[src/rtl/rs_pkg.sv]
// Shared types for the reservation station: entry layout, widths and tag helpers.
// Tags are stored at RS_TAG_W bits internally; ROBsizeLog must not exceed RS_TAG_W.
package rs_pkg;
   localparam int RS_CMD_W = 10;
   localparam int RS_VAL_W = 64;
   localparam int RS_TAG_W = 8;

   typedef logic [RS_TAG_W-1:0] rs_tag_t;

   typedef struct packed {
      logic                valid;
      rs_tag_t             dest;
      rs_tag_t             tag1;
      rs_tag_t             tag2;
      logic [RS_VAL_W-1:0] val1;
      logic [RS_VAL_W-1:0] val2;
      logic [RS_CMD_W-1:0] cmd;
   } rs_entry_t;

   function automatic logic tag_ready(input rs_tag_t tag);
      return tag == '0;
   endfunction
endpackage

[src/rtl/reservation_station_if.sv]
// Decode/CDB/issue bundle of the reservation station; master is the pipeline side,
// slave is the station.
interface reservation_station_if #(parameter int TAG_W = 6);
   logic                         writeEn_i;
   logic [TAG_W-1:0]             ROBTag_i;
   logic [TAG_W-1:0]             ROBTag1_i;
   logic [TAG_W-1:0]             ROBTag2_i;
   logic [rs_pkg::RS_VAL_W-1:0]  ROBval1_i;
   logic [rs_pkg::RS_VAL_W-1:0]  ROBval2_i;
   logic [rs_pkg::RS_CMD_W-1:0]  commands_i;
   logic                         stall_o;
   logic                         cdbValid_i;
   logic [TAG_W-1:0]             cdbTag_i;
   logic [rs_pkg::RS_VAL_W-1:0]  cdbData_i;
   logic                         flush_i;
   logic                         issueValid_o;
   logic                         issueReady_i;
   logic [TAG_W-1:0]             issueTag_o;
   logic [rs_pkg::RS_VAL_W-1:0]  issueVal1_o;
   logic [rs_pkg::RS_VAL_W-1:0]  issueVal2_o;
   logic [rs_pkg::RS_CMD_W-1:0]  issueCommands_o;

   modport master (
      output writeEn_i, ROBTag_i, ROBTag1_i, ROBTag2_i, ROBval1_i, ROBval2_i, commands_i,
      output cdbValid_i, cdbTag_i, cdbData_i, flush_i, issueReady_i,
      input  stall_o, issueValid_o, issueTag_o, issueVal1_o, issueVal2_o, issueCommands_o
   );

   modport slave (
      input  writeEn_i, ROBTag_i, ROBTag1_i, ROBTag2_i, ROBval1_i, ROBval2_i, commands_i,
      input  cdbValid_i, cdbTag_i, cdbData_i, flush_i, issueReady_i,
      output stall_o, issueValid_o, issueTag_o, issueVal1_o, issueVal2_o, issueCommands_o
   );
endinterface

[src/rtl/rs_select.sv]
// Issue picker: one-hot grant of the ready entry with the smallest age rank, ties to lowest index.
// Purely combinational; with all-zero ages it degenerates to a lowest-index priority pick.
module rs_select #(
   parameter int N     = 4,
   parameter int AGE_W = 2
) (
   input  logic [N-1:0]       ready,
   input  logic [N*AGE_W-1:0] age,
   output logic [N-1:0]       grant,
   output logic               any_ready
);
   logic [AGE_W-1:0] best;

   always_comb begin
      grant     = '0;
      any_ready = 1'b0;
      best      = '0;
      for (int i = 0; i < N; i++) begin
         // strict compare keeps the earlier index on equal ranks
         if (ready[i] && (!any_ready || (age[i*AGE_W +: AGE_W] < best))) begin
            grant     = '0;
            grant[i]  = 1'b1;
            best      = age[i*AGE_W +: AGE_W];
            any_ready = 1'b1;
         end
      end
   end
endmodule

[src/rtl/reservation_station.sv]
// Tomasulo reservation station: entries wait on CDB tags, issue one ready entry per cycle
// (visible the cycle after write/wake-up); stall_o = all full; issue held while issueReady_i=0.
// RS_OLDEST_FIRST_EN selects oldest-ready issue instead of lowest-index.
module reservation_station
   import rs_pkg::*;
#(
   parameter int ROBsize    = 32,
   parameter int ROBsizeLog = $clog2(ROBsize + 1),
   parameter int RSdepth    = 4
) (
   input  logic                  clk_i,
   input  logic                  reset_i,
   reservation_station_if.slave  rs
);
   localparam int AGE_W = (RSdepth > 1) ? $clog2(RSdepth) : 1;

   rs_entry_t                ent_q [RSdepth];
   rs_entry_t                ent_d [RSdepth];
   rs_entry_t                new_ent;
   rs_entry_t                iss;
   logic [RSdepth-1:0]       ready;
   logic [RSdepth-1:0]       sel_grant;
   logic [RSdepth-1:0]       grant;
   logic [RSdepth-1:0]       free_oh;
   logic [RSdepth*AGE_W-1:0] age_flat;
   logic                     any_ready;
   logic                     found;
   logic                     write_ok;
   logic                     fire;
   logic                     hold_vld_q;
   logic [RSdepth-1:0]       hold_grant_q;
   rs_tag_t                  cdb_tag;

   assign cdb_tag  = RS_TAG_W'(rs.cdbTag_i);
   assign rs.stall_o = &free_oh == 1'b0 && found == 1'b0;
   assign write_ok = rs.writeEn_i & found;
   assign fire     = any_ready & rs.issueReady_i;

   always_comb begin
      free_oh = '0;
      found   = 1'b0;
      for (int i = 0; i < RSdepth; i++) begin
         ready[i] = ent_q[i].valid & tag_ready(ent_q[i].tag1) & tag_ready(ent_q[i].tag2);
         if (!ent_q[i].valid && !found) begin
            free_oh[i] = 1'b1;
            found      = 1'b1;
         end
      end
   end

   rs_select #(.N(RSdepth), .AGE_W(AGE_W)) u_select (
      .ready     (ready),
      .age       (age_flat),
      .grant     (sel_grant),
      .any_ready (any_ready)
   );

   // a stalled issue keeps its pick so a later wake-up cannot swap the presented entry
   assign grant = hold_vld_q ? hold_grant_q : sel_grant;

   always_comb begin
      iss = '0;
      for (int i = 0; i < RSdepth; i++) begin
         if (grant[i]) iss = ent_q[i];
      end
   end

   assign rs.issueValid_o    = any_ready;
   assign rs.issueTag_o      = any_ready ? ROBsizeLog'(iss.dest) : '0;
   assign rs.issueVal1_o     = any_ready ? iss.val1 : '0;
   assign rs.issueVal2_o     = any_ready ? iss.val2 : '0;
   assign rs.issueCommands_o = any_ready ? iss.cmd  : '0;

   always_comb begin
      new_ent       = '0;
      new_ent.valid = 1'b1;
      new_ent.dest  = RS_TAG_W'(rs.ROBTag_i);
      new_ent.tag1  = RS_TAG_W'(rs.ROBTag1_i);
      new_ent.tag2  = RS_TAG_W'(rs.ROBTag2_i);
      new_ent.val1  = rs.ROBval1_i;
      new_ent.val2  = rs.ROBval2_i;
      new_ent.cmd   = rs.commands_i;
      if (rs.cdbValid_i && !tag_ready(new_ent.tag1) && new_ent.tag1 == cdb_tag) begin
         new_ent.tag1 = '0;
         new_ent.val1 = rs.cdbData_i;
      end
      if (rs.cdbValid_i && !tag_ready(new_ent.tag2) && new_ent.tag2 == cdb_tag) begin
         new_ent.tag2 = '0;
         new_ent.val2 = rs.cdbData_i;
      end
   end

   always_comb begin
      for (int i = 0; i < RSdepth; i++) begin
         ent_d[i] = ent_q[i];
         if (fire && grant[i]) ent_d[i].valid = 1'b0;
         if (ent_q[i].valid && rs.cdbValid_i) begin
            if (!tag_ready(ent_q[i].tag1) && ent_q[i].tag1 == cdb_tag) begin
               ent_d[i].tag1 = '0;
               ent_d[i].val1 = rs.cdbData_i;
            end
            if (!tag_ready(ent_q[i].tag2) && ent_q[i].tag2 == cdb_tag) begin
               ent_d[i].tag2 = '0;
               ent_d[i].val2 = rs.cdbData_i;
            end
         end
         if (write_ok && free_oh[i]) ent_d[i] = new_ent;
         if (rs.flush_i) ent_d[i].valid = 1'b0;
      end
   end

   always_ff @(posedge clk_i) begin
      if (reset_i) begin
         for (int i = 0; i < RSdepth; i++) ent_q[i] <= '0;
         hold_vld_q   <= 1'b0;
         hold_grant_q <= '0;
      end else begin
         for (int i = 0; i < RSdepth; i++) ent_q[i] <= ent_d[i];
         hold_vld_q   <= any_ready & ~rs.issueReady_i & ~rs.flush_i;
         hold_grant_q <= grant;
      end
   end

`ifdef RS_OLDEST_FIRST_EN
   // rank = number of older valid entries; ranks stay dense 0..n-1 across issue and write
   logic [AGE_W-1:0] age_q [RSdepth];
   logic [AGE_W-1:0] age_d [RSdepth];
   logic [AGE_W-1:0] iss_rank;
   logic [AGE_W:0]   cnt;

   always_comb begin
      cnt      = '0;
      iss_rank = '0;
      for (int i = 0; i < RSdepth; i++) begin
         cnt = cnt + (AGE_W+1)'(ent_q[i].valid);
         if (grant[i]) iss_rank = age_q[i];
      end
      for (int i = 0; i < RSdepth; i++) begin
         age_d[i] = age_q[i];
         age_flat[i*AGE_W +: AGE_W] = age_q[i];
         if (fire && ent_q[i].valid && !grant[i] && age_q[i] > iss_rank)
            age_d[i] = age_q[i] - 1'b1;
         if (write_ok && free_oh[i])
            age_d[i] = AGE_W'(cnt - (AGE_W+1)'(fire));
      end
   end

   always_ff @(posedge clk_i) begin
      if (reset_i) begin
         for (int i = 0; i < RSdepth; i++) age_q[i] <= '0;
      end else begin
         for (int i = 0; i < RSdepth; i++) age_q[i] <= age_d[i];
      end
   end
`else
   assign age_flat = '0;
`endif
endmodule

[src/flat_wrapper.sv]
// flat-port wrapper written by rule: the top's interface ports become plain ports
module reservation_station_flat import rs_pkg::*;
#(
   parameter int ROBsize    = 32,
   parameter int ROBsizeLog = $clog2(ROBsize + 1),
   parameter int RSdepth    = 4
)
  (clk_i, reset_i, rs_writeEn_i, rs_ROBTag_i, rs_ROBTag1_i, rs_ROBTag2_i, rs_ROBval1_i, rs_ROBval2_i, rs_commands_i, rs_cdbValid_i, rs_cdbTag_i, rs_cdbData_i, rs_flush_i, rs_issueReady_i, rs_stall_o, rs_issueValid_o, rs_issueTag_o, rs_issueVal1_o, rs_issueVal2_o, rs_issueCommands_o);
  reservation_station_if #(.TAG_W((6))) rs_i ();
  input  logic clk_i;
  input  logic reset_i;
  input wire logic [$bits(rs_i.writeEn_i)-1:0] rs_writeEn_i;
  input wire logic [$bits(rs_i.ROBTag_i)-1:0] rs_ROBTag_i;
  input wire logic [$bits(rs_i.ROBTag1_i)-1:0] rs_ROBTag1_i;
  input wire logic [$bits(rs_i.ROBTag2_i)-1:0] rs_ROBTag2_i;
  input wire logic [$bits(rs_i.ROBval1_i)-1:0] rs_ROBval1_i;
  input wire logic [$bits(rs_i.ROBval2_i)-1:0] rs_ROBval2_i;
  input wire logic [$bits(rs_i.commands_i)-1:0] rs_commands_i;
  input wire logic [$bits(rs_i.cdbValid_i)-1:0] rs_cdbValid_i;
  input wire logic [$bits(rs_i.cdbTag_i)-1:0] rs_cdbTag_i;
  input wire logic [$bits(rs_i.cdbData_i)-1:0] rs_cdbData_i;
  input wire logic [$bits(rs_i.flush_i)-1:0] rs_flush_i;
  input wire logic [$bits(rs_i.issueReady_i)-1:0] rs_issueReady_i;
  output wire logic [$bits(rs_i.stall_o)-1:0] rs_stall_o;
  output wire logic [$bits(rs_i.issueValid_o)-1:0] rs_issueValid_o;
  output wire logic [$bits(rs_i.issueTag_o)-1:0] rs_issueTag_o;
  output wire logic [$bits(rs_i.issueVal1_o)-1:0] rs_issueVal1_o;
  output wire logic [$bits(rs_i.issueVal2_o)-1:0] rs_issueVal2_o;
  output wire logic [$bits(rs_i.issueCommands_o)-1:0] rs_issueCommands_o;
  assign rs_i.writeEn_i = rs_writeEn_i;
  assign rs_i.ROBTag_i = rs_ROBTag_i;
  assign rs_i.ROBTag1_i = rs_ROBTag1_i;
  assign rs_i.ROBTag2_i = rs_ROBTag2_i;
  assign rs_i.ROBval1_i = rs_ROBval1_i;
  assign rs_i.ROBval2_i = rs_ROBval2_i;
  assign rs_i.commands_i = rs_commands_i;
  assign rs_i.cdbValid_i = rs_cdbValid_i;
  assign rs_i.cdbTag_i = rs_cdbTag_i;
  assign rs_i.cdbData_i = rs_cdbData_i;
  assign rs_i.flush_i = rs_flush_i;
  assign rs_i.issueReady_i = rs_issueReady_i;
  assign rs_stall_o = rs_i.stall_o;
  assign rs_issueValid_o = rs_i.issueValid_o;
  assign rs_issueTag_o = rs_i.issueTag_o;
  assign rs_issueVal1_o = rs_i.issueVal1_o;
  assign rs_issueVal2_o = rs_i.issueVal2_o;
  assign rs_issueCommands_o = rs_i.issueCommands_o;
  reservation_station #(.ROBsize(ROBsize), .ROBsizeLog(ROBsizeLog), .RSdepth(RSdepth)) u_core (.clk_i(clk_i), .reset_i(reset_i), .rs(rs_i));
endmodule
[config.mk]
export PLATFORM = sky130hd
export DESIGN_NAME = reservation_station_flat
export DESIGN_NICKNAME = d
export VERILOG_FILES = /design/src/rtl/rs_pkg.sv /design/src/rtl/reservation_station_if.sv /design/src/rtl/rs_select.sv /design/src/rtl/reservation_station.sv /design/src/flat_wrapper.sv
export SDC_FILE = /design/constraint.sdc
export NUM_CORES = 2
export LEC_CHECK = 0
export BUFFER_PORTS_ARGS = -buffer_cell sky130_fd_sc_hd__buf_2
export CORE_ASPECT_RATIO = 0.9
export CORE_MARGIN = 2
export CORE_UTILIZATION = 60
export DETAILED_ROUTE_END_ITERATION = 7
export HOLD_SLACK_MARGIN = 0.06
export PLACE_DENSITY = 0.81
export SYNTH_ARGS = -nofsm -noshare
export SYNTH_HDL_FRONTEND = slang
export SYNTH_SLANG_ARGS = --single-unit
[constraint.sdc]
create_clock -name clk_i -period 7 [get_ports clk_i]
set_input_delay 0.7 -clock clk_i [delete_from_list [all_inputs] [get_ports clk_i]]
set_output_delay 0.7 -clock clk_i [all_outputs]
set_load 0.01 [all_outputs]
* Word-level counts from Yosys, hierarchy flattened
Memory sizes are Yosys's and may differ from the RTL's.
Cells that the tools add are included.
W data, S select, Z words.
** Storage, ports and cells
- Bits in registers :: 5
- Bits of input ports :: 232
- Logic and storage cells :: 160
- Output and inout bits :: 146
- RAM bits :: 652
- Memories kept :: 1
** Memory list
- u_core.ent_q :: words 4, bits a word 163, read ports 4, clocked after Yosys merged registers in 0, wr ports 4, RTL line reservation_station.sv:17 : rs_entry_t ent_q [RSdepth];
** Operators by class
- Reduce and logical (&&, ||, !) cells :: 60
- Muxes and demuxes :: 67
- Eq/ne operators :: 10
- Bitwise gates (word level) :: 20
** Operators with widths (count)
- $mux W163 :: 8
- $mux W64 :: 12
- $mux W160 :: 4
- $mux W144 :: 4
- $eq A8 B6 Y1 :: 8
- $logic_not A8 Y1 :: 8
- $mux W8 :: 8
- $logic_and A1 B1 Y1 :: 31
- $mux W1 :: 23
- $logic_not A1 Y1 :: 18
- $mux W6 :: 3
- $and A1 B1 Y1 :: 12
- $eq A6 B6 Y1 :: 2
- $logic_not A6 Y1 :: 2
- $mux W4 :: 3
- $mux W10 :: 1
- $not A1 Y1 :: 4
- $or A1 B1 Y1 :: 4
- $reduce_and A4 Y1 :: 1
- $mux W2 :: 1

* Logic depth before layout (Yosys ltp)
An unclocked memory read counts as a cell.
- Depth in word-level cells :: 20
- Mapped depth :: 10
- Gate-level depth less buffers :: 7

* Hierarchy
A second synthesis with hierarchy kept.
** Second synthesis, totals
- Cell total of the unflattened synthesis :: 4738
- Area total of the unflattened synthesis :: 36099.6 µm²
** Modules (own cells, without submodules)
- reservation_station :: sequential area each 12672.2 µm², times used 1, cells an instance 4698, area each 35780.6 µm²
- rs_select :: sequential area each 0.0 µm², times used 1, cells an instance 40, area each 319.1 µm²

* Least setup slack after synthesis
Ideal clock, no wire load.
- Kind :: flip-flop to output port
- From :: memory u_core.ent_q[0][151] (netlist name)
- To :: output port rs_issueCommands_o[0]
- Cell stages (with the launch flop) :: 10
- Required time :: 6.300 ns
- Path buffers :: 3
- Slack :: 3.930 ns
- Data arrival time :: 2.370 ns
- Cells stage by stage :: dfxtp_1 or4_1 nor3_2 a22oi_1 and3_1 buf_2 nor3_4 buf_4 buf_4 a22o_1
** RTL lines
- from (decl) :: RTL line reservation_station.sv:17
- to (decl) :: RTL line flat_wrapper.sv:29 : output wire logic [$bits(rs_i.issueCommands_o)-1:0] rs_issueCommands_o;

==> results.md <==
- Clock-pin slew on the worst setup and hold paths: 0.06 ns
- Slew margin rel.: 0.2074
- Post-Syn Instances: 4742
- Tcrit/Tclk final: 0.7922
- Status: finished clean
- Setup TNS: 0 ns
- # IOs: 378
- Clk buf depth: 3
- Via-per-instance ratio: 6.850
- R2r setup slk: approximately 3.6 ns
- CTS Sinks: 633
- Worst-case reg-to-reg path depth: 7
- Setup crit start kind: register
- Routed WL per cell: between 20 and 25 µm
- Number of setup buffers added after CTS: 0
- Port-buffer cells: ~380
- EDFF count, synth: 0
- RD Place Congestion: 0.9196
- Register bit total from synthesis: about 630
- CP endpoint: rs_issueVal2_o[35]
- First DRT Iteration DRCs: 5552
- Largest fanout on the critical path: 48
- DRT Wirelength: 130.2 mm
- Initial Util: 0.6040
- Die H: 230.9 µm
- PD cells: 215.5 nW/µm²
- Place WS: about 2.3 ns
- Cell variety after synth: 60
- Vias in the first global route: 34930
- Finished Layout Cells: 5549
- Worst path max stage delay: ~0.8 ns
- Crit path kind: reg -> out
- Required time of the critical path: 6.30 ns
- Slowest stage cell on the critical path: nor3_1
- Worst vdd ir: 0.0001667 V
- Post-DP Area: 35770 µm²
- Final Util: 0.6704
- Antenna violations before repair: 20
- WHS: roughly 0.35 ns
- Max Cap Viol: 0
- Sequential cell area fraction in the yosys report: 0.3694
- Worst Hold Class: in -> reg
- # setup viols final: 0
- Largest net degree at the start of global routing: 198
- Root Buffer: clkbuf_16
- Clock skew: between 0.02 and 0.025 ns
- Core area: around 57000 µm²
- Endpoints failing hold: 0
- Number of detailed-route iterations in the first pass: 6
- Clock latency on the worst-skew pair: 0.62 ns
- Crit-path cells: nor4_1, nand4_1, o31ai_4, buf_4, buf_4, a221oi_1, nor3_1, a22o_1, buf_2
- H-tree depth: 3
- Finished Cell Area: 38080 µm²
- Final Slew Violations: 0
- Syn_nets: 4974
- NumNets Final: 4954
- CP arrival: just under 5 ns
- Dpl hpwl: about 74 mm
- Leakage: 14.07 nW
- Die area: roughly 60000 µm²
- TritonCTS buffer count: 68
- Gr usage total: 0.4177
- Setup ws final: 1.454 ns
- Routed Antenna Nets: 0
- Number of placed instances with taps included: between 5000 and 6000
- Overall power: 8.206 mW
- Synth async-reset ratio: 0
- Worst Tran Pin Value: 1.189 ns
- TritonCTS clock tree: yes
- P&R area growth vs syn: 11.00%
- Unrepaired setup endpoints after global routing: no
- Synthesized area: 34310 µm²
- Critical Path End Type: output pin
- Tmin final: ~5.5 ns
- DRC: 0
- Primary FF master, synth: dfxtp_1
- # hold bufs at CTS: 0
- FF-to-FF End: u_core.ent_q[0][602]
- Crit path from: u_core.ent_q[0][306]
- Total grt overflow: 0
- FP Rows: 83
- Most Frequent Cell on Critical Path: buf_4
- Critical R2R Launch: u_core.ent_q[0][639]
- Layout cell share with drive strength beyond 1: 0.1248
- PostCTS Resize Cnt: 0
- Fmax: 180.3 MHz
- Die W: 256.1 µm
- Yosys warns: 0
- Syn Area/Cell: slightly above 7 µm²
- Vias: 38010
- Fillers: 4786
- Global-route wire length before repair: 199.2 mm
## sequential cells by signal, indices dropped and copies added (netlist names)
register,flops
u_core.ent_q,628
u_core.hold_grant_q,4
u_core.hold_vld_q,1
## placed cells by master (no fill, tap or decap), drive strengths merged, types with 68 or more instances in the layout
master  count
a21oi     229
a221oi    144
nor2     1165
o22ai     129
nor3b     149
nor3      331
o31ai     147
nor4      139
o21ai      68
buf       433
nand2     337
a22o      141
dfxtp     633
clkbuf     98
inv       147
## worst max-delay path, delay by kind of cell, from the launching register on
family / cells / cell delay (ns)
buffers and inverters: 3 / 1.35
AND/OR/NAND/NOR: 3 / 1.79
flip-flops: 1 / 0.33
AO/OA/AOI/OAI: 3 / 0.71
## cell type report
class	count	area [µm²]	area share
Timing Repair Buffer	433	2355	0.06183
Multi-Input combinational cell	3439	19220	0.5047
Tap cell	765	957.2	0.02513
Clock buffer	98	2051	0.05385
Inverter	147	554.3	0.01455
Clock inverter	19	226.5	0.005947
Antenna cell	15	37.54	0.0009856
Sequential cell	633	12680	0.3330
## cells by family after synthesis
group | after synthesis | synth area share
compound gates | 1107 | 0.2332
xor+xnor | 58 | 0.01481
buf+inv | 670 | 0.07779
flops | 633 | 0.3694
mux | 64 | 0.01867
simple gates | 2210 | 0.2862
## report_power, final
| part | total (mW) | switching, mW | leakage [nW] | internal, mW |
|---|---|---|---|---|
| registers | 3.77 | 0.0604 | 5.14 | 3.71 |
| clock network | 3.77 | 1.55 | 1.13 | 2.22 |
| logic | 0.673 | 0.477 | 7.80 | 0.195 |
| total | 8.21 | 2.09 | 14.1 | 6.12 |
## metal layers
metal / share of wire / wire length [µm] / global-route usage / vias up
met5: 0.00097 / 126 / 0 / -
met4: 0.057 / 7457 / 0.2456 / 20
met3: 0.13 / 16920 / 0.1045 / 612
met2: 0.43 / 55900 / 0.6303 / 2959
met1: 0.38 / 49770 / 0.5419 / 17650
li1: - / - / - / 16760
## worst min-delay path by stage
stage | from | slack (ns) | end | cells past startpoint
after global routing | rs_ROBTag_i[1] | 0.35 | u_core.ent_q[0][318] | 3
after global placement | u_core.ent_q[0][35] | 0.43 | u_core.ent_q[0][35] | 2
after detailed placement | u_core.ent_q[0][14] | 0.44 | u_core.ent_q[0][14] | 2
after CTS | rs_ROBTag_i[3] | 0.33 | u_core.ent_q[0][157] | 3
after floorplan | u_core.ent_q[0][10] | 0.43 | u_core.ent_q[0][10] | 2
final | rs_ROBTag_i[5] | 0.35 | u_core.ent_q[0][485] | 3
## synthesized netlist by cell type (all sizes together), types with 49 or more instances
| master | n | share of area |
|---|---|---|
| nand3 | 49 | 0.0071 |
| a2111oi | 63 | 0.016 |
| o22ai | 129 | 0.024 |
| nor3b | 149 | 0.033 |
| a311oi | 64 | 0.016 |
| o21bai | 51 | 0.011 |
| dfxtp | 633 | 0.37 |
| nor3 | 331 | 0.049 |
| a21oi | 229 | 0.033 |
| nor4 | 139 | 0.025 |
| nor2 | 1165 | 0.13 |
| buf | 67 | 0.0095 |
| mux2i | 64 | 0.019 |
| inv | 147 | 0.016 |
| a22o | 141 | 0.036 |
| nand2 | 337 | 0.037 |
| o31ai | 147 | 0.032 |
| o21ai | 68 | 0.0099 |
| clkbuf | 456 | 0.052 |
| a221oi | 144 | 0.037 |
No activity file was read; power rests on OpenSTA's default activity.
